### src/rtl/sram_like_arbiter.sv
// Round-robin arbiter that merges several sram-like masters onto one in-order slave.
// An in-order ID FIFO routes each data_ok back to the master whose address was accepted.
module sram_like_arbiter #(
    parameter int unsigned NUM_MASTERS     = 2,
    parameter int unsigned ADDR_WD         = 32,
    parameter int unsigned DATA_WD         = 32,
    parameter int unsigned MAX_OUTSTANDING = 4
) (
    input  logic                                  clk,
    input  logic                                  reset,
    input  logic [NUM_MASTERS-1:0]                m_req,
    input  logic [NUM_MASTERS-1:0]                m_wr,
    input  logic [2*NUM_MASTERS-1:0]              m_size,
    input  logic [NUM_MASTERS*(DATA_WD/8)-1:0]    m_wstrb,
    input  logic [NUM_MASTERS*ADDR_WD-1:0]        m_addr,
    input  logic [NUM_MASTERS*DATA_WD-1:0]        m_wdata,
    output logic [NUM_MASTERS-1:0]                m_addr_ok,
    output logic [NUM_MASTERS-1:0]                m_data_ok,
    output logic [DATA_WD-1:0]                    m_rdata,
    output logic                                  s_req,
    output logic                                  s_wr,
    output logic [1:0]                            s_size,
    output logic [DATA_WD/8-1:0]                  s_wstrb,
    output logic [ADDR_WD-1:0]                    s_addr,
    output logic [DATA_WD-1:0]                    s_wdata,
    input  logic                                  s_addr_ok,
    input  logic                                  s_data_ok,
    input  logic [DATA_WD-1:0]                    s_rdata,
    output logic [$clog2(MAX_OUTSTANDING):0]      outstanding,
    output logic                                  err_unexpected
);

    localparam int unsigned STRB_W = DATA_WD / 8;
    localparam int unsigned ID_W   = $clog2(NUM_MASTERS);
    localparam int unsigned PTR_W  = $clog2(MAX_OUTSTANDING);
    localparam int unsigned CNT_W  = PTR_W + 1;

    typedef enum logic {
        ST_FREE   = 1'b0,
        ST_LOCKED = 1'b1
    } lock_state_e;

    lock_state_e       r_state;
    lock_state_e       w_state_nxt;
    logic [ID_W-1:0]   r_lock_id;
    logic [ID_W-1:0]   w_lock_id_nxt;
    logic [ID_W-1:0]   r_rr_ptr;
    logic [ID_W-1:0]   w_grant;
    logic              w_any;
    logic              w_full;
    logic              w_empty;
    logic              w_hs;
    logic              w_pop;
    int unsigned       w_best;
    int unsigned       w_off;

    logic [ID_W-1:0]   r_fifo [MAX_OUTSTANDING];
    logic [PTR_W-1:0]  r_wptr;
    logic [PTR_W-1:0]  r_rptr;
    logic [CNT_W-1:0]  r_count;
    logic              r_err;

    // Grant: locked id wins outright, else the requester nearest at/after rr_ptr
    always_comb begin
        w_grant = '0;
        w_any   = 1'b0;
        w_best  = NUM_MASTERS;
        w_off   = 0;
        if (r_state == ST_LOCKED) begin
            w_grant = r_lock_id;
            w_any   = 1'b1;
        end else begin
            for (int i = 0; i < NUM_MASTERS; i++) begin
                w_off = (32'(i) + NUM_MASTERS - 32'(r_rr_ptr)) % NUM_MASTERS;
                if (m_req[i] && (w_off < w_best)) begin
                    w_best  = w_off;
                    w_grant = ID_W'(i);
                    w_any   = 1'b1;
                end
            end
        end
    end

    assign w_full  = (r_count == CNT_W'(MAX_OUTSTANDING));
    assign w_empty = (r_count == '0);
    assign s_req   = w_any & ~w_full & ~reset;
    assign w_hs    = s_req & s_addr_ok;
    assign w_pop   = s_data_ok & ~w_empty & ~reset;

    assign m_rdata        = s_rdata;
    assign outstanding    = r_count;
    assign err_unexpected = r_err;

    always_comb begin
        s_wr    = 1'b0;
        s_size  = '0;
        s_wstrb = '0;
        s_addr  = '0;
        s_wdata = '0;
        for (int i = 0; i < NUM_MASTERS; i++) begin
            m_addr_ok[i] = w_hs && (w_grant == ID_W'(i));
            m_data_ok[i] = w_pop && (r_fifo[r_rptr] == ID_W'(i));
            if (w_grant == ID_W'(i)) begin
                s_wr    = m_wr[i];
                s_size  = m_size[2*i +: 2];
                s_wstrb = m_wstrb[i*STRB_W +: STRB_W];
                s_addr  = m_addr[i*ADDR_WD +: ADDR_WD];
                s_wdata = m_wdata[i*DATA_WD +: DATA_WD];
            end
        end
    end

    // Lock holds the grant across a stalled address phase
    always_comb begin
        w_state_nxt   = r_state;
        w_lock_id_nxt = r_lock_id;
        if (w_hs) begin
            w_state_nxt = ST_FREE;
        end else if (s_req) begin
            w_state_nxt   = ST_LOCKED;
            w_lock_id_nxt = w_grant;
        end
    end

    always_ff @(posedge clk) begin
        if (reset) begin
            r_state   <= ST_FREE;
            r_lock_id <= '0;
            r_rr_ptr  <= '0;
            r_wptr    <= '0;
            r_rptr    <= '0;
            r_count   <= '0;
            r_err     <= 1'b0;
        end else begin
            r_state   <= w_state_nxt;
            r_lock_id <= w_lock_id_nxt;
            if (w_hs) begin
                r_rr_ptr <= (w_grant == ID_W'(NUM_MASTERS - 1)) ? '0 : w_grant + ID_W'(1);
                r_wptr   <= r_wptr + PTR_W'(1);
            end
            if (w_pop) begin
                r_rptr <= r_rptr + PTR_W'(1);
            end
            if (w_hs && !w_pop) begin
                r_count <= r_count + CNT_W'(1);
            end else if (!w_hs && w_pop) begin
                r_count <= r_count - CNT_W'(1);
            end
            if (s_data_ok && w_empty) begin
                r_err <= 1'b1;
            end
        end
    end

    always_ff @(posedge clk) begin
        if (w_hs) begin
            r_fifo[r_wptr] <= w_grant;
        end
    end

endmodule

### config.mk
export PLATFORM = sky130hd
export DESIGN_NAME = sram_like_arbiter
export DESIGN_NICKNAME = d
export VERILOG_FILES = /design/src/rtl/sram_like_arbiter.sv
export SDC_FILE = /design/constraint.sdc
export NUM_CORES = 1
export LEC_CHECK = 0
export ABC_AREA = 1
export BUFFER_PORTS_ARGS = -buffer_cell sky130_fd_sc_hd__buf_2
export CORE_AREA = 2 2 115 117
export DETAILED_ROUTE_END_ITERATION = 8
export DIE_AREA = 0 0 117 119
export GPL_ROUTABILITY_DRIVEN = 1
export MAX_ROUTING_LAYER = met4
export PLACE_DENSITY = 0.48
export SLEW_MARGIN = 20
export SYNTH_ARGS = -nofsm -noshare
export SYNTH_HDL_FRONTEND = slang
export SYNTH_SLANG_ARGS = --single-unit
### constraint.sdc
create_clock -name clk -period 2.6 [get_ports clk]
set_clock_uncertainty 0.2 [all_clocks]
set_input_delay 0.26 -clock clk [delete_from_list [all_inputs] [get_ports clk]]
set_output_delay 0.26 -clock clk [all_outputs]
set_load 0.005 [all_outputs]
==> results.yml, run 1 <==
run_status:
  status: "completed"
sta:
  setup_tns_ps: 0
  relSlewSlack_pct: 66.5
  drv_slew: 0
  finalHoldViolCount: 0
  finalCritPeriodShare_pct: 87.5
  rsz0062_at_grt: "no"
  tightest_slew_ps: 501
  fin_crit_ps: 2280
  fmax_mhz: 439
  finalSetupViolCount: 0
synth:
  synth-compound-area-share_pct: 3.56
  synth_edf_count: 4
  syn-cell-area_sq_mm: 0.00201
  yosys.area.top_type: "nand2_1"
  synth_fa_ha_area_share_pct: 4.12
  seq_area_frac_synth_pct: 19.0
  synthCells: 369
  muxShareOfSynthArea_pct: 0
  synth_ff_type: "dfxtp_1"
  synth_cell_type_count: 20
  ys_ff_latch: 17
  avgSynthCellArea_sq_um: 5.44
  yosysWarnings: 0
  netlist_top_cells_area: "nand2_1 43%, dfxtp_1 13%, buf_4 12%, edfxtp_1 6.0%, buf_6 3.9%"
  yosys.area_share.xor_xnor_pct: 0.873
  synth_top_family_by_area: "simple AND/OR/NAND/NOR gates"
  synthArstFlopShare_pct: 0
  yosys.area.top_type_share_pct: 43.4
  synth-simple-area-share_pct: 50.6
  synth_nets: 555
detailed_routing:
  vias_per_cell: 3.73
  drt_pass1_iterations: 4
  ant_nets: 0
  totalWireLength_mm: 9.19
  drc_errors: 0
  drt_iter0_drc: 65
  wl_per_cell_microns: 12.5
  routed-via-count: 2743
worst_setup_path:
  r2r.worst_path.cells: 11
  startpoint: "outstanding[0]"
  critical_path_arrival_ps: 2210
  crit_path_start_kind: "flop"
  r2r-start: "outstanding[0]"
  end_kind: "flop"
  worst-path-max-fanout: 4
  path_class: "reg2reg"
  crit_required_ps: 2540
clock_network:
  h-tree-depth: 1
  cts_made_buffers: 3
  post_cts.repair.setup_buffers: 0
  clock_path_buffers: 2
  clk_latency_ps: 250
  holdBufCountCts: 0
  clk_pin_slew_worst_paths_ps: 50
  cts_root_buf: "clkbuf_16"
  cts_tree: "done"
  cts_resized: 0
  clock_sinks: 17
job:
  drv_cap: 0
pwr:
  p_sw_share_pct: 39.3
  internal-power_w: 0.000832
  clockPowerShare_pct: 22.7
  p_switching_w: 0.000539
  power.leakage_nw: 2.00
  ir_drop_v: 0.000347
  seqPwrFrac_pct: 24.9
  pwr-share-comb_pct: 52.4
  power_density_mw_per_mm2: 437
floorplan:
  die_h_microns: 119
  start_util_pct: 15.6
  core_area_sq_mm: 0.0129
  fp.dieArea_sq_mm: 0.0139
  io_pins: 292
  die_x_microns: 117
  rows: 42
final_layout:
  final_cell_mix: "232 x nand2_1, 227 x buf_2, 20 x nor2_1"
  fin_nets: 745
  final_util_pct: 24.3
  layout_commonest_cell: "nand2_1"
  drive_gt1_share_pct: 43.7
  synthToLayoutAreaGrowth_pct: 56.2
worst_hold_path:
  hp-start: "reset"
  min_path_cells: 2
  hp-class: "in2reg"
placement:
  dp_hpwl_mm: 7.83
  place_congestion: 0.727
  portBuffers: 227
global_route:
  grt_pass1_vias: 2304
  grt_use_total_pct: 11.8
  grt_pass1_wl_mm: 12.3
  antenna_found_initial: 2
  grt_start_max_net_pins: 41
  grt-ovfl-total: 0
-- final timing paths --
kind	to	slack, ps
worst min-delay path	outstanding[0]	20
worst max register to register	outstanding[2]	320
worst max-delay path	outstanding[2]	320
worst min register to register	err_unexpected	270
-- critical path: stages (launching register included) --
cell and delay (ps):
dfxtp_1 430, nor2_2 80, nand2_1 130, nand3_1 160, nor2_2 180, ha_1 180, inv_1 60, fa_1 370
nand2_1 80, nand3_1 80, o21ai_0 140, a21oi_1 50
-- area by class of cell --
type                       count  area, sq um
inverter                      20         75.1
antenna                        1         2.50
clock buffer                   3         75.1
timing repair buffer         233         1180
clock inverter                 1         5.00
fill                        1496         9740
multi-input combinational    284         1190
sequential                    17          380
tap                          176          220
-- power groups by stage --
stage | registers (W) | clock network [W] | logic [W]
6_report | 0.000341 | 0.000311 | 0.000719
5_1_grt | 0.000345 | 0.000333 | 0.000831
4_1_cts | 0.000341 | 0.000318 | 0.000740
3_5_place_dp | 0.000346 | 0 | 0.000735
3_3_place_gp | 0.000346 | 0 | 0.000742
2_1_floorplan | 0.000343 | 0 | 0.000419
-- cells by family (layout without fill, tap and decap cells) --
group / after synthesis / in the layout
simple gates: 263 / 263
buf+inv: 68 / 257
flops: 17 / 17
compound gates: 13 / 13
fa+ha+maj: 6 / 6
xor+xnor: 2 / 2
other cells: 0 / 1
-- stage by stage --
step           setup slack [ps]  instances  power [W]  hold WS (ps)  cell area [sq um]
3_5_place_dp                339        730    0.00108           255               3050
5_1_grt                    87.0        735    0.00151          41.5               3130
6_report                    324        735    0.00137          24.5               3130
3_3_place_gp                402        730    0.00109           256               3050
2_1_floorplan               519        369   0.000762           132               2010
4_1_cts                     258        734    0.00140          30.6               3130
-- synthesized netlist by cell type (all sizes together), types with 2 or more instances --
cell    count
nand2     232
buf        48
nor2       22
inv        20
dfxtp      13
a21oi       8
ha          5
nand3       5
edfxtp      4
nand4       4
o21ai       4
xor2        2
-- metal layers --
| layer | routed length, microns | track usage [%] | share of wire (%) | vias to the layer above |
|---|---|---|---|---|
| met3 | 880 | 3.41 | 9.6 | 10 |
| met2 | 4290 | 20.1 | 47 | 151 |
| met5 | 0 | - | 0 | - |
| met1 | 3960 | 14.2 | 43 | 1128 |
| li1 | - | - | - | 1454 |
| met4 | 63 | 1.40 | 0.69 | 0 |
Power figures use the tool's default switching activity.
==> run 2, diff against run 1 <==
- CELL_PAD_IN_SITES_DETAIL_PLACEMENT: unset -> 2
- CELL_PAD_IN_SITES_GLOBAL_PLACEMENT: unset -> 2
- CORE_AREA: 2 2 115 117 -> 2 2 139 141
- DIE_AREA: 0 0 117 119 -> 0 0 141 143
- PLACE_DENSITY: 0.48 -> 0.78
==> run 2 against run 1 <==
Against the previous run:
- first-iteration DRC count is 37% lower
- setup slack lost 46 ps
- sequential share of layout area decreased by 0.33 points
- worst hold slack better by 6.2 ps
- register-to-register slack got worse by 50 ps
- highest routed layer unchanged
- combinational power up 1%
==> results.yml, run 2 (same netlist as run 1, synthesis figures left out) <==
detailed_routing:
  drt_iter0_drc: 41
  drc_errors: 0
  ant_nets: 0
  drt_pass1_iterations: 4
  wl_per_cell_microns: 12.4
  routed-via-count: 2913
  totalWireLength_mm: 9.78
  vias_per_cell: 3.68
clock_network:
  h-tree-depth: 1
  cts_resized: 0
  clk_pin_slew_worst_paths_ps: 50
  cts_tree: "done"
  clock_path_buffers: 2
  clk_latency_ps: 250
  cts_root_buf: "clkbuf_16"
  holdBufCountCts: 0
  clock_sinks: 17
  post_cts.repair.setup_buffers: 0
  cts_made_buffers: 3
sta:
  setup_tns_ps: 0
  drv_slew: 0
  fin_crit_ps: 2320
  tightest_slew_ps: 372
  fmax_mhz: 431
  finalSetupViolCount: 0
  worst_slack_ps: 278
  rsz0062_at_grt: "no"
  finalCritPeriodShare_pct: 89.3
  relSlewSlack_pct: 75.2
  finalHoldViolCount: 0
pwr:
  ir_drop_v: 0.000153
  power_density_mw_per_mm2: 428
  power_w: 0.00138
  power.leakage_nw: 2.00
placement:
  placed_area_sq_mm: 0.00314
  place_congestion: 0.740
  portBuffers: 227
  pre_cts_ws_ps: 294
  dp_hpwl_mm: 8.36
worst_setup_path:
  startpoint: "outstanding[0]"
  path_buf_inv: 1
  crit_chain: "nor2_2 > nand2_1 > nand3_1 > nor2_2 > ha_1 > inv_1 > fa_1 > nand2_1 > nand3_1 > o21ai_0 > a21oi_1"
  end_kind: "flop"
  critical_path_arrival_ps: 2250
  r2r-end: "outstanding[2]"
  path_class: "reg2reg"
  crit_required_ps: 2530
  reg2reg_slack_ps: 280
  r2r-start: "outstanding[0]"
  worst_path_max_delay_cell: "dfxtp_1"
  cp_top_family: "simple AND/OR/NAND/NOR gates"
  crit_path_start_kind: "flop"
  r2r.worst_path.cells: 11
  cpPeakStageDelay_ps: 410
  worst-path-max-fanout: 4
run_status:
  status: "completed"
final_layout:
  synthToLayoutAreaGrowth_pct: 60.5
  layout_commonest_cell: "nand2_1"
  register_area_sq_um: 380
  diodes: 0
  drive_gt1_share_pct: 43.4
  final_area_sq_mm: 0.00322
  multi_input_area_sq_mm: 0.00119
  final_cell_mix: "232 x nand2_1, 227 x buf_2, 20 x nor2_1"
  fillerInstances: 2336
  fin_nets: 744
global_route:
  antenna_found_initial: 0
  grt_pass1_vias: 3021
  grt_start_max_net_pins: 78
  grt_pass1_wl_mm: 14.8
  grt_use_total_pct: 9.23
  grt-ovfl-total: 0
floorplan:
  io_pins: 292
  core_area_sq_mm: 0.0186
  die_x_microns: 141
  die_h_microns: 143
  fp.dieArea_sq_mm: 0.0202
  rows: 50
  start_util_pct: 10.8
worst_hold_path:
  hp-start: "reset"
  min_path_cells: 2
  worstHoldEndpoint: "outstanding[0]"
  hp-class: "in2reg"
job:
  drv_cap: 0
-- run 2: cell types whose count changed in the layout (fill, tap and decap cells not counted), sizes merged --
cell    previous run  this run
buf              233       232
clkbuf             3         4
clkinv             1         0
diode              1         0
-- run 2: metal layers --
metal  global-route usage [%]  up-vias  part of all wire (%)
li1                         -     1452                     -
met1                     9.82     1313                    38
met2                     17.7      132                    53
met3                     1.64       16                   7.2
met4                     2.21        0                   1.5
met5                        -        -                     0
-- run 2: worst max-delay path by stage --
stage	endpoint	cells after the start	slack (ps)
after floorplan	outstanding[2]	11	520
after global placement	outstanding[2]	11	370
after detailed placement	outstanding[2]	11	290
after CTS	outstanding[2]	11	260
after global routing	outstanding[2]	11	30
final	outstanding[2]	11	280
-- run 2: layout make-up --
| class | instances | area share (%) |
|---|---|---|
| clock buffer | 4 | 2.45 |
| multi-input combinational | 284 | 37.1 |
| inverter | 20 | 2.33 |
| tap | 234 | 9.09 |
| timing repair buffer | 232 | 37.2 |
| sequential | 17 | 11.8 |
-- run 2: power by group --
group | internal, W | leakage (nW) | switching, W
Clock | 0.000208 | 0.0382 | 0.000101
Sequential | 0.000310 | 0.144 | 0.0000314
Combinational | 0.000324 | 1.82 | 0.000405
-- run 2: metrics by stage --
stage	hold slack, ps	utilization, %	std cells
after global routing	52.7	17.3	791
after CTS	30.2	17.3	791
after floorplan	132	-	369
after global placement	255	16.9	787
final	30.7	17.3	791
after detailed placement	252	16.9	787
==> run 3, diff against run 2 <==
- PLACE_DENSITY: 0.78 -> 0.82
==> run 3 against run 2 <==
Against the previous run:
- setup slack lost 17 ps
- largest cell class is now multi-input gates
- utilization shrank 0.12 points
- total power is essentially flat
- highest routed layer unchanged
- die area is the same
==> results.yml, run 3 (same netlist as run 1, synthesis figures left out) <==
final_layout:
  synthToLayoutAreaGrowth_pct: 59.4
  layout_commonest_cell: "nand2_1"
  final_util_pct: 17.2
  drive_gt1_share_pct: 43.4
  fin_nets: 744
  final_cell_mix: "232 x nand2_1, 227 x buf_2, 20 x nor2_1"
sta:
  rsz0062_at_grt: "no"
  finalSetupViolCount: 0
  setup_tns_ps: 0
  fin_crit_ps: 2340
  relSlewSlack_pct: 69.5
  finalHoldViolCount: 0
  drv_slew: 0
  tightest_slew_ps: 458
  fmax_mhz: 428
  finalCritPeriodShare_pct: 90.0
floorplan:
  io_pins: 292
  core_area_sq_mm: 0.0186
  fp.dieArea_sq_mm: 0.0202
  rows: 50
  die_h_microns: 143
  die_x_microns: 141
  start_util_pct: 10.8
detailed_routing:
  drt_pass1_iterations: 4
  ant_nets: 0
  wl_per_cell_microns: 12.6
  drt_iter0_drc: 57
  vias_per_cell: 3.70
  routed-via-count: 2930
  drc_errors: 0
  totalWireLength_mm: 9.99
clock_network:
  clk_pin_slew_worst_paths_ps: 50
  clock_sinks: 17
  cts_resized: 0
  cts_root_buf: "clkbuf_16"
  h-tree-depth: 1
  cts_tree: "done"
  clock_path_buffers: 2
  post_cts.repair.setup_buffers: 0
  holdBufCountCts: 0
  cts_made_buffers: 3
  clk_latency_ps: 250
global_route:
  grt_start_max_net_pins: 41
  grt_pass1_vias: 3048
  grt-ovfl-total: 0
  antenna_found_initial: 0
  grt_use_total_pct: 9.51
  grt_pass1_wl_mm: 15.2
worst_hold_path:
  hp-class: "in2reg"
worst_setup_path:
  end_kind: "flop"
  worst-path-max-fanout: 4
  path_class: "reg2reg"
  crit_path_start_kind: "flop"
  crit_required_ps: 2540
  critical_path_arrival_ps: 2280
pwr:
  ir_drop_v: 0.000139
  power.leakage_nw: 1.99
  power_density_mw_per_mm2: 431
job:
  drv_cap: 0
run_status:
  status: "completed"
placement:
  place_congestion: 0.700
  dp_hpwl_mm: 8.44
  portBuffers: 227
## run 3: cell types whose count changed in the layout (fill, tap and decap cells not counted)
| cell | previous run | this run |
|---|---|---|
| diode_2 | 0 | 1 |
| buf_4 | 3 | 5 |
| buf_12 | 2 | 0 |
## run 3: through the flow
step | total power [W] | std cells | hold WS, ps | cell area (sq um) | setup slack [ps]
floorplan | 0.000762 | 369 | 132 | 2010 | 519
global placement | 0.00106 | 787 | 260 | 3120 | 352
detailed placement | 0.00109 | 787 | 266 | 3120 | 265
CTS | 0.00142 | 791 | 38.4 | 3190 | 221
global route | 0.00152 | 791 | 56.7 | 3190 | 20.2
finish | 0.00138 | 792 | 34.5 | 3200 | 261
## run 3: final cells by class
type	instances	area [sq um]
Tap cell	234	293
Timing Repair Buffer	232	1170
Sequential cell	17	380
Fill cell	2343	15400
Multi-Input combinational cell	284	1190
Clock buffer	4	78.8
Antenna cell	1	2.50
Inverter	20	75.1
## run 3: power breakdown
group / internal, W / switching, W
combinational: 0.000316 / 0.000410
clock: 0.000208 / 0.000103
sequential: 0.000310 / 0.0000324
total: 0.000834 / 0.000545
## run 3: per-layer routing
layer  up-vias  global-route usage, %  routed length [microns]
li1       1451                      -                        -
met1      1318                   9.84                     3790
met2       143                   18.1                     5150
met3        18                   2.18                      833
met4         0                   2.53                      218
met5         -                      -                        0
## run 3: worst paths after layout
path	from	endpoint	slack [ps]	cells past startpoint
max reg2reg	outstanding[0]	outstanding[2]	260	11
min reg2reg	err_unexpected	err_unexpected	270	1
min	reset	outstanding[0]	30	2
max	outstanding[0]	outstanding[2]	260	11
## run 3: worst max-delay path, stage by stage (launching register included)
cell	delay, ps
dfxtp_1	430
nor2_2	90
nand2_1	130
nand3_1	160
nor2_2	170
ha_1	210
inv_1	80
fa_1	380
nand2_1	90
nand3_1	90
o21ai_0	160
a21oi_1	50
